### src/rtl/ppu_pkg.sv
// Shared PPU types: posit word, operation codes and the
// issue-controller request/result bundles.
package ppu_pkg;

    localparam int PPU_N                = 16;
    localparam int PPU_TAG_W            = 4;
    localparam int PPU_ISSUE_FIFO_DEPTH = 4;

    typedef logic [PPU_N-1:0] posit_t;

    typedef enum logic [2:0] {
        OP_ADD,
        OP_SUB,
        OP_MUL,
        OP_DIV,
        OP_FMA
    } operation_e;

    typedef struct packed {
        operation_e             op;
        posit_t                 p1;
        posit_t                 p2;
        posit_t                 p3;
        logic [PPU_TAG_W-1:0]   tag;
    } ppu_req_t;

    typedef struct packed {
        posit_t                 pout;
        logic [PPU_TAG_W-1:0]   tag;
        logic                   src;
    } ppu_res_t;

endpackage

### src/rtl/ppu_result_fifo.sv
// In-order result FIFO; head entry drives the outputs directly.
// Ports: push_i/data_i write, pop_i/valid_o/data_o read, count_o occupancy.
module ppu_result_fifo
    import ppu_pkg::*;
#(
    parameter int DEPTH = PPU_ISSUE_FIFO_DEPTH
) (
    input  logic                     clk_i,
    input  logic                     rst_i,
    input  logic                     push_i,
    input  ppu_res_t                 data_i,
    input  logic                     pop_i,
    output logic                     valid_o,
    output ppu_res_t                 data_o,
    output logic [$clog2(DEPTH):0]   count_o
);

    localparam int AW = $clog2(DEPTH);
    localparam logic [AW:0] FULL = (AW+1)'(DEPTH);

    ppu_res_t      mem [DEPTH];
    logic [AW-1:0] wr_ptr;
    logic [AW-1:0] rd_ptr;
    logic [AW:0]   count;
    logic          do_pop;

    assign do_pop  = pop_i && (count != '0);
    assign valid_o = (count != '0);
    assign data_o  = mem[rd_ptr];
    assign count_o = count;

    // Push and pop at full is fine: the head is read before the
    // slot it occupies is overwritten at the same edge.
    always_ff @(posedge clk_i or negedge rst_i) begin
        if (!rst_i) begin
            for (int i = 0; i < DEPTH; i++) begin
                mem[i] <= '0;
            end
            wr_ptr <= '0;
            rd_ptr <= '0;
            count  <= '0;
        end else begin
            if (push_i) begin
                mem[wr_ptr] <= data_i;
                wr_ptr      <= wr_ptr + 1'b1;
            end
            if (do_pop) begin
                rd_ptr <= rd_ptr + 1'b1;
            end
            count <= count + {{AW{1'b0}}, push_i}
                           - {{AW{1'b0}}, do_pop};
        end
    end

    a_no_overflow: assert property (
        @(posedge clk_i) disable iff (!rst_i)
        !(push_i && (count == FULL) && !pop_i)
    );

endmodule

### src/rtl/ppu_issue_ctrl.sv
// Round-robin issue of two requesters into ppu_core_ops with credit-based
// result buffering. Ports: req0/req1 valid-ready, core_* issue, res_* output.
module ppu_issue_ctrl
    import ppu_pkg::*;
#(
    parameter int N          = 16,
    parameter int LATENCY    = 0,
    parameter int FIFO_DEPTH = PPU_ISSUE_FIFO_DEPTH,
    parameter int TAG_W      = 4
) (
    input  logic               clk_i,
    input  logic               rst_i,
    input  logic               req0_valid_i,
    output logic               req0_ready_o,
    input  operation_e         req0_op_i,
    input  posit_t             req0_p1_i,
    input  posit_t             req0_p2_i,
    input  posit_t             req0_p3_i,
    input  logic [TAG_W-1:0]   req0_tag_i,
    input  logic               req1_valid_i,
    output logic               req1_ready_o,
    input  operation_e         req1_op_i,
    input  posit_t             req1_p1_i,
    input  posit_t             req1_p2_i,
    input  posit_t             req1_p3_i,
    input  logic [TAG_W-1:0]   req1_tag_i,
    output logic               core_valid_o,
    output operation_e         core_op_o,
    output posit_t             core_p1_o,
    output posit_t             core_p2_o,
    output posit_t             core_p3_o,
    output logic               core_stall_o,
    input  posit_t             core_pout_i,
    output logic               res_valid_o,
    input  logic               res_ready_i,
    output posit_t             res_pout_o,
    output logic [TAG_W-1:0]   res_tag_o,
    output logic               res_src_o
);

    localparam int CW = $clog2(FIFO_DEPTH + LATENCY + 1) + 1;
    localparam int FW = $clog2(FIFO_DEPTH) + 1;

    typedef struct packed {
        logic             valid;
        logic             src;
        logic [TAG_W-1:0] tag;
    } trk_t;

    logic          prio;
    logic          gnt0;
    logic          gnt1;
    logic          issue;
    logic          pop;
    logic          credit_ok;
    logic [CW-1:0] inflight;
    logic [CW-1:0] occ;
    logic [FW-1:0] count;
    ppu_req_t      sel;
    trk_t          issue_ent;
    trk_t          emerge;
    ppu_res_t      push_data;
    ppu_res_t      head;

    a_param: assert property (
        @(posedge clk_i) (N == PPU_N) && (TAG_W == PPU_TAG_W)
    );

    assign pop = res_valid_o & res_ready_i;

    // Everything in flight or buffered, minus what leaves this cycle,
    // must fit in the FIFO so a completing result always has a slot.
    assign occ       = inflight + CW'(count) - CW'(pop);
    assign credit_ok = occ < CW'(FIFO_DEPTH);

    always_comb begin
        gnt0 = 1'b0;
        gnt1 = 1'b0;
        if (rst_i && credit_ok) begin
            if (req0_valid_i && req1_valid_i) begin
                gnt0 = !prio;
                gnt1 = prio;
            end else begin
                gnt0 = req0_valid_i;
                gnt1 = req1_valid_i;
            end
        end
    end

    assign issue        = gnt0 | gnt1;
    assign req0_ready_o = gnt0;
    assign req1_ready_o = gnt1;

    // prio names the requester that wins the next tie.
    always_ff @(posedge clk_i or negedge rst_i) begin
        if (!rst_i) begin
            prio <= 1'b0;
        end else if (issue) begin
            prio <= gnt0;
        end
    end

    always_comb begin
        sel = '{
            op:  req0_op_i,
            p1:  req0_p1_i,
            p2:  req0_p2_i,
            p3:  req0_p3_i,
            tag: PPU_TAG_W'(req0_tag_i)
        };
        if (gnt1) begin
            sel = '{
                op:  req1_op_i,
                p1:  req1_p1_i,
                p2:  req1_p2_i,
                p3:  req1_p3_i,
                tag: PPU_TAG_W'(req1_tag_i)
            };
        end
    end

    assign core_valid_o = issue;
    assign core_op_o    = sel.op;
    assign core_p1_o    = sel.p1;
    assign core_p2_o    = sel.p2;
    assign core_p3_o    = sel.p3;
    assign core_stall_o = 1'b0;

    assign issue_ent = '{
        valid: issue,
        src:   gnt1,
        tag:   TAG_W'(sel.tag)
    };

    if (LATENCY == 0) begin : g_lat0
        assign inflight = '0;
        assign emerge   = issue_ent;
    end else begin : g_pipe
        trk_t trk [LATENCY];

        always_ff @(posedge clk_i or negedge rst_i) begin
            if (!rst_i) begin
                for (int i = 0; i < LATENCY; i++) begin
                    trk[i] <= '0;
                end
            end else begin
                trk[0] <= issue_ent;
                for (int i = 1; i < LATENCY; i++) begin
                    trk[i] <= trk[i-1];
                end
            end
        end

        always_comb begin
            inflight = '0;
            for (int i = 0; i < LATENCY; i++) begin
                inflight = inflight + CW'(trk[i].valid);
            end
        end

        assign emerge = trk[LATENCY-1];
    end

    assign push_data = '{
        pout: core_pout_i,
        tag:  PPU_TAG_W'(emerge.tag),
        src:  emerge.src
    };

    ppu_result_fifo #(
        .DEPTH (FIFO_DEPTH)
    ) u_fifo (
        .clk_i   (clk_i),
        .rst_i   (rst_i),
        .push_i  (emerge.valid),
        .data_i  (push_data),
        .pop_i   (pop),
        .valid_o (res_valid_o),
        .data_o  (head),
        .count_o (count)
    );

    assign res_pout_o = head.pout;
    assign res_tag_o  = TAG_W'(head.tag);
    assign res_src_o  = head.src;

endmodule

### config.mk
export PLATFORM = sky130hd
export DESIGN_NAME = ppu_issue_ctrl
export DESIGN_NICKNAME = d
export VERILOG_FILES = /design/src/rtl/ppu_pkg.sv /design/src/rtl/ppu_result_fifo.sv /design/src/rtl/ppu_issue_ctrl.sv
export SDC_FILE = /design/constraint.sdc
export NUM_CORES = 1
export LEC_CHECK = 0
export ABC_AREA = 1
export CORE_MARGIN = 2
export CORE_UTILIZATION = 40
export DETAILED_ROUTE_END_ITERATION = 8
export PLACE_DENSITY = 0.84
export RECOVER_POWER = 50
export SKIP_LAST_GASP = 1
export SYNTH_ARGS = -nofsm -noshare
export SYNTH_HDL_FRONTEND = slang
export SYNTH_SLANG_ARGS = --single-unit
### constraint.sdc
create_clock -name clk_i -period 2 [get_ports clk_i]
set_input_delay 0.4 -clock clk_i [delete_from_list [all_inputs] [get_ports clk_i]]
set_output_delay 0.4 -clock clk_i [all_outputs]
set_load 0.02 [all_outputs]
==> impl_metrics.ini <==
[timing]
finalCritPeriodShare = 1.15
max_slew.worst_pin.slew_ns = 0.865
timing_hold_violations_final = 0
tns_ns = -13.58
max_clock_freq_mhz = 436
clock_skew_ns = 0.00702
finalMaxSlewViolations = 0
hold-worst-slack_ns = 0.0771
period_minus_slack_ns = 2.29
finalSetupViolCount = 57
finalWorstSetupSlack_ns = -0.292
grt_setup_unrepaired = true
slew_headroom = 0.423

[clock_network]
cts_buffers = 9
cts_tree = built
clock_tree.htree_level_count = 3
cts.sinks = 92
cts.clk_slew.worst_paths_ns = 0.07
worst_skew_pair.late_latency_ns = 0.34
cts_hold_buf = 0
cts-root-to-sink-buffers = 2
cts_root_buf = sky130_fd_sc_hd__clkbuf_16

[run_status]
outcome = finished, violations left
violations = negative setup slack

[floorplan]
die_x_um = 121
placeableCoreArea_mm2 = 0.0133
pin_count = 208
chipHeight_um = 121
die_area_mm2 = 0.0146
placement_rows = 42
initial_core_util = 0.410

[drt]
detail_route.wirelength_um = 18200
drt_iter0_drc = 432
first_pass_iters = 5
drc = 0
post_drt_wl_per_cell_um = 16.2
route.antenna.remaining_nets = 0
num_vias = 5667
vias_per_cell = 5.02

[finish]
final_util = 0.615
antennaDiodeCount = 0
area_growth_syn_to_layout_pct = 49.9
nNetsFinal = 1088
drive_gt1_frac = 0.215

[grt]
maximum_number_of_pins_on_one_net_before_global_route_repair = 69
grt_pass1_wl_um = 26700
globalRouteOverflowTotal = 0
initial_antenna_violation_count = 0
grt_use_total = 0.234
first_global_vias = 5272

[synth]
yosysWarnings = 0
synth_top_area_cell = sky130_fd_sc_hd__dfrtp_1
synth_seq_cells = 92
unique_cell_type_count_in_the_yosys_netlist = 26
post_synth_instance_area_mm2 = 0.00545
synthesis.nets = 910
synthDominantCellAreaShare = 0.422
syn-instance-count = 770
synth_top_cells_by_area = sky130_fd_sc_hd__dfrtp_1 42%, sky130_fd_sc_hd__nand2_1 29%, sky130_fd_sc_hd__buf_4 8.0%
synth_seq_area_share = 0.422
post_synth.cell_area_avg_um2 = 7.08

[critical_path]
cp_data_arrival_time_ns = 1.89
critPathBufInv = 4
slowest_stage_cell_cp = sky130_fd_sc_hd__dfrtp_1
cp-end-kind = primary output
path_class = flip-flop to primary output
path_cells = inv_2 -> nand4_1 -> a21oi_2 -> nand3_4 -> buf_8 -> buf_8 -> nand2_1 -> nand2_1 -> buf_6
worst-path-max-fanout = 10
critical-path-max-stage-delay_ns = 0.40
timing.critical_path.required_ns = 1.60
cp_launch_type = flip-flop
critPathTopFamily = buffers and inverters

[min_path]
hold_class = input pin to async pin

[placed_design]
place.detailed.hpwl_um = 12100
gp_congestion = 0.843
port_buffers = 206

[power]
ir_worst_vdd_mv = 0.656
power_per_cell_area_mw_per_mm2 = 1410
power.leakage_nw = 4.15

[run]
drv_cap = 0
-- routing by layer --
metal / global-route usage / vias to the layer above / wire length (um)
li1: - / 2689 / -
met1: 0.322 / 2698 / 7540
met2: 0.386 / 253 / 9060
met3: 0.0387 / 27 / 1360
met4: 0.0618 / 0 / 276
met5: 0 / - / 0
-- worst paths after layout --
check,startpoint,end,slack (ns),cells past startpoint
setup reg to reg,u_fifo.count_o[1],u_fifo.count_o[1],-0.20,12
max in group asynchronous,rst_i,u_fifo.rd_ptr[0],0.69,3
hold / removal,rst_i,u_fifo.mem[71],0.08,2
min in group clk_i,u_fifo.mem[49],u_fifo.mem[49],0.47,2
hold reg to reg,u_fifo.mem[49],u_fifo.mem[49],0.47,2
setup / recovery,u_fifo.count_o[1],core_p1_o[9],-0.29,9
-- cell type report --
class                      count  area [um^2]
clock buffer                  10          239
clock inverter                 6         68.8
fill                        1078         5120
inverter                      19         81.3
multi-input combinational    564         2590
sequential                    92         2300
tap                          176          220
timing repair buffer         262         2670
-- cells by family after synthesis --
logic type / share of synthesized area
other: 0.000688
adder cells (fa/ha/maj): 0.0220
AO/OA/AOI/OAI: 0.0764
XOR/XNOR: 0.00643
flip-flops: 0.422
AND/OR/NAND/NOR: 0.339
buffers and inverters: 0.133
-- metrics by stage --
stage	instances	power [mW]	setup slack, ns	cell area, um^2
2_1_floorplan	770	6.91	-0.0126	5470
3_3_place_gp	1103	9.28	-0.715	7590
3_5_place_dp	1103	9.47	-0.782	7590
4_1_cts	1121	11.1	-0.273	7860
5_1_grt	1129	12.2	-0.387	8170
6_report	1129	11.5	-0.292	8170
-- power breakdown --
| part | internal [mW] | switching (mW) | total, mW |
|---|---|---|---|
| clock network | 1.01 | 0.750 | 1.76 |
| registers | 2.73 | 0.487 | 3.21 |
| logic | 2.84 | 3.69 | 6.52 |
| total | 6.58 | 4.92 | 11.5 |
-- layout by cell type (no fill, tap or decap), drive strengths merged --
master / instances
nand3: 4
dlymetal6s2s: 1
conb: 1
and2: 1
dfrtp: 92
o22ai: 21
buf: 130
clkbuf: 12
nand4: 5
o2111ai: 4
nor2: 46
clkinv: 1
clkinvlp: 1
fa: 1
nand2: 423
clkdlybuf4s50: 128
o21ai: 43
a21oi: 2
inv: 22
o211ai: 1
xor2: 4
ha: 8
dlygate4sd2: 1
bufinv: 1
-- flip-flops by register name, indices dropped and copies added (netlist names) --
signal          cells
u_fifo.mem         84
u_fifo.count_o      3
u_fifo.rd_ptr       2
u_fifo.wr_ptr       2
prio                1
-- synth_stat cells, drive strengths merged --
cell type / instances
buf: 81
clkbuf: 14
o211ai: 1
inv: 19
nand2: 423
nor2: 46
fa: 1
nand3: 4
a21oi: 2
conb: 1
o21ai: 43
xor2: 4
o2111ai: 4
ha: 8
nand4: 5
dfrtp: 92
o22ai: 21
and2: 1
-- repair_timing --
item | 4_1_cts | 5_1_grt
setup endpoints to repair | 77 | 76
cloned | 1 | 3
resized for setup | 373 | 98
pin swaps | 5 | 18
buffers inserted | 2 | 7
No activity file was read; power rests on OpenSTA's default activity.
